File: config.mk
export PLATFORM = sky130hd
export DESIGN_NAME = trap_sequencer
export DESIGN_NICKNAME = d
export VERILOG_FILES = /design/src/rtl/megamapper_pkg.sv /design/src/rtl/trap_prio_enc.sv /design/src/rtl/trap_sequencer.sv
export SDC_FILE = /design/constraint.sdc
export NUM_CORES = 1
export LEC_CHECK = 0
export BUFFER_PORTS_ARGS = -buffer_cell sky130_fd_sc_hd__buf_2
export CELL_PAD_IN_SITES_DETAIL_PLACEMENT = 0
export CELL_PAD_IN_SITES_GLOBAL_PLACEMENT = 1
export CORE_ASPECT_RATIO = 1.2
export CORE_MARGIN = 5
export CORE_UTILIZATION = 35
export DETAILED_ROUTE_END_ITERATION = 8
export PLACE_DENSITY_LB_ADDON = 0.1
export SLEW_MARGIN = 20
export SYNTH_ARGS = -nofsm -noshare
export SYNTH_HDL_FRONTEND = slang
export SYNTH_HIERARCHICAL = 1
export SYNTH_SLANG_ARGS = --single-unit
File: constraint.sdc
create_clock -name clk -period 4.1 [get_ports clk]
set_clock_uncertainty 0.05 [all_clocks]
set_input_delay 0.615 -clock clk [delete_from_list [all_inputs] [get_ports clk]]
set_output_delay 0.615 -clock clk [all_outputs]
set_load 0.005 [all_outputs]
File: src/rtl/megamapper_pkg.sv
// Shared definitions for the trap sequencer: FSM state encoding and the
// cause code reserved for the intercepted system IRQ.
package megamapper_pkg;

  typedef enum logic {
    ST_RUN  = 1'b0,
    ST_TRAP = 1'b1
  } trap_state_e;

  // The IRQ cause takes the first code above the last source index.
  function automatic int irq_cause_code(input int nsrc);
    return nsrc;
  endfunction

endpackage

File: src/rtl/trap_prio_enc.sv
// Cause selector: lowest requesting source index, or the IRQ code when no
// source is requesting.
module trap_prio_enc
  import megamapper_pkg::*;
#(
  parameter int NSRC = 4,
  parameter int CW   = $clog2(NSRC + 1)
) (
  input  logic [NSRC-1:0] i_req,
  output logic [CW-1:0]   o_code,
  output logic            o_hit
);

  // Scan downward so the lowest requesting index is the last one written.
  always_comb begin
    o_code = CW'(irq_cause_code(NSRC));
    o_hit  = 1'b0;
    for (int i = NSRC - 1; i >= 0; i--) begin
      o_code = i_req[i] ? CW'(i) : o_code;
      o_hit  = o_hit | i_req[i];
    end
  end

endmodule

File: src/rtl/trap_sequencer.sv
// Trap sequencer: collects per-source violations and an intercepted IRQ,
// raises NMI, and steps a RUN/TRAP machine on qualified M1 fetch edges.
module trap_sequencer
  import megamapper_pkg::*;
#(
  parameter  int NSRC        = 4,
  parameter  int NMI_TIMEOUT = 255,
  localparam int CW          = $clog2(NSRC + 1)
) (
  input  logic            clk,
  input  logic            rst,
  input  logic            m1_n,
  input  logic            rd_n,
  input  logic            irq_sys_n,
  input  logic [NSRC-1:0] src_evt,
  input  logic [NSRC-1:0] src_mask,
  input  logic            irq_intercept,
  input  logic            new_isr,
  input  logic            last_isr_untrap,
  input  logic            virtual_enabled,
  input  logic            clr_status,
  output logic            nmi_n,
  output logic            trap_state,
  output logic            capture_latch,
  output logic            irq_sync,
  output logic [NSRC-1:0] pending,
  output logic [CW-1:0]   cause,
  output logic            cause_valid,
  output logic            drop_flag,
  output logic            nmi_timeout
);

  localparam int            TW      = $clog2(NMI_TIMEOUT + 1);
  localparam logic [TW-1:0] T_LIMIT = TW'(NMI_TIMEOUT);
  localparam logic [TW-1:0] T_PRE   = TW'(NMI_TIMEOUT - 1);

  trap_state_e     r_state;
  logic            r_m1_prev;
  logic [NSRC-1:0] r_src_prev;
  logic            r_capture;
  logic            r_irq_sync;
  logic [NSRC-1:0] r_pending;
  logic [CW-1:0]   r_cause;
  logic            r_cause_valid;
  logic            r_drop;
  logic            r_nmi_timeout;
  logic [TW-1:0]   r_cnt;

  logic            w_m1_fall;
  logic            w_m1_rise;
  logic            w_qfall;
  logic [NSRC-1:0] w_src_rise;
  logic [NSRC-1:0] w_enabled;
  logic            w_trap_pending;
  logic            w_run;
  logic            w_enter_cap;
  logic            w_enter_plain;
  logic            w_exit;
  logic [CW-1:0]   w_code;
  logic            w_hit;
  logic [NSRC-1:0] w_clr_mask;
  logic [NSRC-1:0] w_accept;
  logic            w_drop;
  logic            w_nmi_low;

  assign w_m1_fall      = r_m1_prev & ~m1_n;
  assign w_m1_rise      = ~r_m1_prev & m1_n;
  assign w_qfall        = w_m1_fall & rd_n;
  assign w_src_rise     = src_evt & ~r_src_prev;
  assign w_enabled      = r_pending & src_mask;
  assign w_trap_pending = (|w_enabled) | (~r_irq_sync & irq_intercept);
  assign w_run          = (r_state == ST_RUN);

  // Capture wins over a plain (non-virtual) entry on the same fetch.
  assign w_enter_cap    = w_run & w_qfall & w_trap_pending & new_isr;
  assign w_enter_plain  = w_run & w_qfall & ~(w_trap_pending & new_isr) & ~virtual_enabled;
  assign w_exit         = ~w_run & w_qfall & last_isr_untrap & virtual_enabled;

  assign w_clr_mask = (w_enter_cap & w_hit) ? (NSRC'(1'b1) << w_code) : {NSRC{1'b0}};
  assign w_accept   = w_run ? w_src_rise : {NSRC{1'b0}};
  assign w_drop     = ~w_run & (|w_src_rise);

  assign nmi_n     = ~(~rst & w_run & w_trap_pending & m1_n);
  assign w_nmi_low = ~nmi_n;

  trap_prio_enc #(
    .NSRC (NSRC),
    .CW   (CW)
  ) u_prio (
    .i_req  (w_enabled),
    .o_code (w_code),
    .o_hit  (w_hit)
  );

  // Sequencer state, pending set, status flags and NMI watchdog.
  always_ff @(posedge clk) begin
    if (rst) begin
      r_state       <= ST_TRAP;
      r_m1_prev     <= 1'b1;
      r_src_prev    <= {NSRC{1'b0}};
      r_capture     <= 1'b0;
      r_irq_sync    <= 1'b1;
      r_pending     <= {NSRC{1'b0}};
      r_cause       <= {CW{1'b0}};
      r_cause_valid <= 1'b0;
      r_drop        <= 1'b0;
      r_nmi_timeout <= 1'b0;
      r_cnt         <= {TW{1'b0}};
    end else begin
      r_m1_prev  <= m1_n;
      r_src_prev <= src_evt;
      if (w_m1_rise) r_irq_sync <= irq_sys_n;
      r_pending <= (r_pending & ~w_clr_mask) | w_accept;

      case (r_state)
        ST_RUN:  if (w_enter_cap || w_enter_plain) r_state <= ST_TRAP;
        ST_TRAP: if (w_exit) r_state <= ST_RUN;
        default: r_state <= ST_TRAP;
      endcase

      if (w_enter_cap)  r_capture <= 1'b1;
      else if (w_qfall) r_capture <= 1'b0;

      if (w_enter_cap) r_cause <= w_code;

      if (w_enter_cap)     r_cause_valid <= 1'b1;
      else if (clr_status) r_cause_valid <= 1'b0;

      if (w_drop)          r_drop <= 1'b1;
      else if (clr_status) r_drop <= 1'b0;

      if (!w_nmi_low)            r_cnt <= {TW{1'b0}};
      else if (r_cnt != T_LIMIT) r_cnt <= r_cnt + TW'(1'b1);

      if (w_nmi_low && (r_cnt >= T_PRE)) r_nmi_timeout <= 1'b1;
      else if (clr_status)               r_nmi_timeout <= 1'b0;
    end
  end

  assign trap_state    = (r_state == ST_TRAP);
  assign capture_latch = r_capture;
  assign irq_sync      = r_irq_sync;
  assign pending       = r_pending;
  assign cause         = r_cause;
  assign cause_valid   = r_cause_valid;
  assign drop_flag     = r_drop;
  assign nmi_timeout   = r_nmi_timeout;

endmodule

After elaboration in Yosys (flattened, before gate mapping). Cells that the tools add are included.

Flip-flop bits (word level): 26. Output and inout bits: 14.

$add $sub $neg: 1. Magnitude comparators: 1. Equal/unequal tests: 1. Shift operators: 1. Muxes and demuxes: 15. Bitwise logic cells: 36. Reductions and logical operators: 9.

Operators with widths (number): $and A1 B1 Y1 (18); $and A4 B4 Y4 (3); $mux W3 (4); $add A8 B1 Y8 const B (1); $ge A8 B8 Y1 const B (1); $mux W1 (8); $mux W4 (2); $ne A8 B8 Y1 const B (1); $not A1 Y1 (8); $not A4 Y4 (2); $reduce_bool A2 Y1 (4); $reduce_or A4 Y1 (2); $or A1 B1 Y1 (4); $or A4 B4 Y4 (1); $shl A1 B3 Y4 const A (1); $pmux W1 S2 (1); $reduce_or A2 Y1 (1); $logic_and A1 B1 Y1 (1); $logic_or A1 B1 Y1 (1).

Logic depth before layout (Yosys ltp).
Word-level depth: 11. Mapped depth: 7.

Cells and area by module. The synthesis kept the hierarchy.

By module, submodules not included: trap_sequencer (times used 1, cells an instance 131, area each 1151.1 sq um, seq. area each 520.5 sq um); trap_prio_enc (times used 1, cells an instance 7, area each 40.0 sq um, seq. area each 0.0 sq um).

Worst setup path after synthesis. Ideal clock, no wire load.

Kind: in2out. From: in rst. To: out nmi_n. Data arrival time: 1.454 ns. Data required time: 3.435 ns. Setup slack: 1.981 ns. Cell stages on the path: 3. Path through: clkbuf_1 -> or4b_1 -> buf_2.

Word-level cells in the longest chain between the ends: 5.

Ends and longest elaborated chain: start, declared (line trap_sequencer.sv:11) `input logic rst,`; $not A1 Y1 (line trap_sequencer.sv:83) `assign nmi_n = ~(~rst & w_run & w_trap_pending & m1_n);`; $and A1 B1 Y1 (3 in a row) (line trap_sequencer.sv:83); $not A1 Y1 (line trap_sequencer.sv:83); end, declared (line trap_sequencer.sv:22) `output logic nmi_n,`.

Every way passes these cells.

Worst setup path in the final report.
From: in src_mask[3]. To: out nmi_n.

Word-level cells in the longest chain between the ends: 6.

Ends and longest elaborated chain: start, declared (line trap_sequencer.sv:16) `input logic [NSRC-1:0] src_mask,`; $and A4 B4 Y4 (line trap_sequencer.sv:70) `assign w_enabled = r_pending & src_mask;`; net w_enabled[3] (line trap_sequencer.sv:53) `logic [NSRC-1:0] w_enabled;`; $reduce_or A4 Y1 (line trap_sequencer.sv:71) `assign w_trap_pending = (|w_enabled) | (~r_irq_sync & irq_intercept);`; $or A1 B1 Y1 (line trap_sequencer.sv:71); $and A1 B1 Y1 (2 in a row) (line trap_sequencer.sv:83); $not A1 Y1 (line trap_sequencer.sv:83).

The timed path passes the listed nets, and every way through them passes these cells.

==> results.md <==
- In this run the power density over the cells is about 320 nW/um^2.
- The total of buffers placed on input and output ports is 31.
- After detailed routing, the number of remaining DRC violations is 0.
- The global-route usage over all layers is 0.1261.
- The synthesized area divided by synthesized cell count is approximately 8.6 sq um.
- The number of global-route vias before repair is 1070.
- The largest net degree at the start of global routing is 20.
- The floorplan step set the die width to 63.26 um.
- After floorplanning, the core was divided into 23 placement rows.
- After synthesis the cells add up to 1191 sq um.
- The number of buffers inserted by hold repair at cts is 0.
- After global routing, the most crowded layer is met2.
- The cell leakage power is approximately 0.00059 uW.
- The detail route stage leaves a number of antenna-violating nets equal to 0.
- The kind of start point of the critical path is an input pin.
- The portion of synthesized cell area occupied by the leading cell type is 0.4370.
- The residual overflow from global routing is 0.
- The clock transition time at the flip-flop clock pins of the worst setup and hold paths is roughly 90 ps.
- The flow ran to the end, and the final reports show no timing, DRC or antenna violations.
- The summed negative setup slack over all endpoints is 0 ps.
- For this configuration, the core starts out at a cell density of 0.3599.
- Of the cells placed in the final design, the portion with a size suffix greater than 1 is 0.2798.
- The post-synthesis register bit count is 26.
- The synthesized design spends more area on one cell type than any other, namely sky130_fd_sc_hd__dfxtp_1.
- The total number of H-tree levels is 1.
- The hold violation total from the final report is 0.
- In the final design database the tool counted 189 nets.
- For the pin with the worst max-slew slack, the measured transition is about 710 ps.
- The final worst-path cycle share is 0.7312.
- At the placement stage, the worst setup path has a slack of between 1000 and 1500 ps.
- Counting the fill cells in the layout gives between 300 and 400.
- The congestion estimate from routability-driven global placement came to 0.7649.
- IR analysis of the VDD net gives a maximum drop of ~0.16 mV.
- The number of standard cells after synthesis is between 100 and 150.
- Before antenna repair, the detailed router went through 4 iterations.
- The area growth from synthesis to layout is 20.06%.
- Setup violations remaining at the end of the flow were counted as 0.
- During synthesis, Yosys emitted a total of 6 warnings.
- The first global-routing pass estimated roughly 4.8 mm of wire.
- The arrival time of data at the critical path endpoint is around 2300 ps.
- Using the TritonRoute via totals, the vias-per-cell ratio works out to 5.020.
- The required time at the worst-slack endpoint is between 3000 and 4000 ps.
- The post-synthesis cell type count is 36.
- The number of antenna diodes is 0.
- The top fanout value on the critical path is 10.
- Detailed placement finished with a half-perimeter wire length of 2.155 mm.
- TritonCTS built the clock tree.
- The footprint of the multi-input gates is 611.8 sq um.
- The number of antenna violations at the first check in global routing is 0.
- Setup repair after global routing left no endpoint under its margin.
- The vertical die dimension is about 74 um.
- The total clock sinks is 26.
- Across the run, the number of max-cap violations was 0.
- 32 I/O pins were placed.
- The critical path in this run is classified as in -> out.
- The endpoint type of the worst setup path is an output port.
- Setup slack closes at about 1100 ps.
- The timing-limited maximum frequency is 0.3336 GHz.
- Clock tree synthesis inserted a total of 3 buffers.
- The number of pins exceeding their max-slew limit in the final report is 0.
- The net count after synthesis is roughly 160.
- The global routing usage on met3 is 0.03211.
- The kind of path behind the tightest hold check is reg -> reg.
- In this run the post-CTS setup repair buffer count came out at 0.
- The share of the yosys chip area belonging to registers is 0.4370.
- The clock passes through at most 2 buffers.
- The detailed router finished its first iteration with 34 violations.
- Registers take between 500 and 600 sq um.
- The max-slew headroom at the worst pin is 0.5192.
- The clock latency reported for the late side of the worst-skew pair is around 270 ps.
- The number of gates resized after CTS was 0.
- For this run, global-route usage on met1 was measured as 0.1473.
- The routed layout has 1029 vias.
- Dividing the detail-routed wire length by the instance count gives around 13 um.
- The die covers 4675 sq um.
- The routed wire length is around 2.7 mm.
- In the post-synthesis netlist, the biggest area contributors are sky130_fd_sc_hd__dfxtp_1, sky130_fd_sc_hd__a21oi_1, sky130_fd_sc_hd__nor2_1.
- The final critical-path required period is 2998 ps.
- The met2 track demand over resource in global routing is 0.2246.
- The region available for standard cell placement spans roughly 3300 sq um.
- The cell at the root of the clock tree is sky130_fd_sc_hd__clkbuf_8.
where the power goes:
group	leakage [uW]	total (uW)	switching, uW	internal [uW]
combinational	0.000346	33.6	17.1	16.5
clock	0.0000288	165	78.7	85.8
sequential	0.000212	262	4.02	258
total	0.000587	460	99.8	360
synth_stat cells:
cell                        count
sky130_fd_sc_hd__a21oi_1       15
sky130_fd_sc_hd__or4b_2         1
sky130_fd_sc_hd__o211ai_1       1
sky130_fd_sc_hd__ha_1           2
sky130_fd_sc_hd__a211oi_1       1
sky130_fd_sc_hd__nand3_1        3
sky130_fd_sc_hd__o41ai_2        1
sky130_fd_sc_hd__nor3_1         2
sky130_fd_sc_hd__inv_1          9
sky130_fd_sc_hd__mux2i_1        2
sky130_fd_sc_hd__dfxtp_1       26
sky130_fd_sc_hd__or2_2          3
sky130_fd_sc_hd__and3_1         3
sky130_fd_sc_hd__and2_2         2
sky130_fd_sc_hd__nor2_1        12
sky130_fd_sc_hd__a22o_1         1
sky130_fd_sc_hd__nand3b_1       4
sky130_fd_sc_hd__o21ai_0        5
sky130_fd_sc_hd__buf_2          2
sky130_fd_sc_hd__nor4_2         1
sky130_fd_sc_hd__o22ai_1        2
sky130_fd_sc_hd__nor4_1         1
sky130_fd_sc_hd__nand4_1        1
sky130_fd_sc_hd__and2_1         2
sky130_fd_sc_hd__o31ai_1        4
sky130_fd_sc_hd__xor2_1         2
sky130_fd_sc_hd__or3b_2         3
sky130_fd_sc_hd__clkbuf_1       4
sky130_fd_sc_hd__o2111ai_1      1
sky130_fd_sc_hd__nand2_1        8
sky130_fd_sc_hd__and3b_1        1
sky130_fd_sc_hd__xnor2_1        3
sky130_fd_sc_hd__nand2b_1       3
sky130_fd_sc_hd__or3_1          3
sky130_fd_sc_hd__nor2b_1        3
sky130_fd_sc_hd__or4b_1         1
final cells by class:
class                      instances  area share
clock buffer                       4     0.03850
inverter                           9     0.02362
multi-input combinational         97      0.4278
sequential                        26      0.3640
tap                               37     0.03237
timing repair buffer              32      0.1137
cell families (layout without fill, tap and decap cells):
| family | count (synthesis) | count (layout) | synth area share |
|---|---|---|---|
| flip-flops | 26 | 26 | 0.4370 |
| AO/OA/AOI/OAI | 31 | 31 | 0.1607 |
| adder cells (fa/ha/maj) | 2 | 2 | 0.02101 |
| AND/OR/NAND/NOR | 57 | 57 | 0.2784 |
| multiplexers | 2 | 2 | 0.01681 |
| XOR/XNOR | 5 | 5 | 0.03677 |
| buffers and inverters | 15 | 45 | 0.04936 |
layout by cell type, fill, tap and decap left out, drive strengths merged, types with 2 or more instances in the layout:
cell type / instances
nor2: 12
o22ai: 2
and2: 4
or2: 3
and3: 3
ha: 2
nor2b: 3
xnor2: 3
o31ai: 4
a21oi: 15
nor3: 2
o21ai: 5
or3b: 3
nand2b: 3
nand2: 8
mux2i: 2
nand3: 3
inv: 9
dfxtp: 26
xor2: 2
or4b: 2
or3: 3
nor4: 2
buf: 32
clkbuf: 4
nand3b: 4
final timing paths:
check	from	to	slack, ps	cells after the start
worst max-delay path	src_mask[3]	nmi_n	1100	6
worst min-delay path	capture_latch	capture_latch	410	2
worst max register to register	pending[3]	nmi_timeout	1990	5
worst min register to register	capture_latch	capture_latch	410	2
registers in the layout (all words and copies together), names as in the netlist:
name           flops
cause_valid        1
r_m1_prev          1
cause              3
pending            4
irq_sync           1
trap_state         1
drop_flag          1
r_cnt              8
capture_latch      1
nmi_timeout        1
r_src_prev         4
worst max-delay path, cell delays in order:
cell and delay, ps:
sky130_fd_sc_hd__buf_2 90, sky130_fd_sc_hd__and2_2 190, sky130_fd_sc_hd__nor4_1 650, sky130_fd_sc_hd__buf_4 260, sky130_fd_sc_hd__or4b_1 340, sky130_fd_sc_hd__buf_2 190
metrics by stage:
stage                     hold WS (ps)  utilization  instances  area (sq um)  total power (uW)
after floorplan                  400.2            -        138          1191             285.1
after global placement           389.9       0.4155        201          1375             300.8
after detailed placement         402.8       0.4155        201          1375             301.9
after CTS                        417.3       0.4321        205          1430             469.6
after global routing             442.0       0.4321        205          1430             484.7
final                            412.5       0.4321        205          1430             459.8
per-layer routing:
metal / routed length (um) / vias to the layer above
met3: 115 / 4
met5: 0 / -
met4: 27 / 0
li1: - / 537
met1: 1218 / 470
met2: 1374 / 18
No activity file was read; power rests on OpenSTA's default activity.
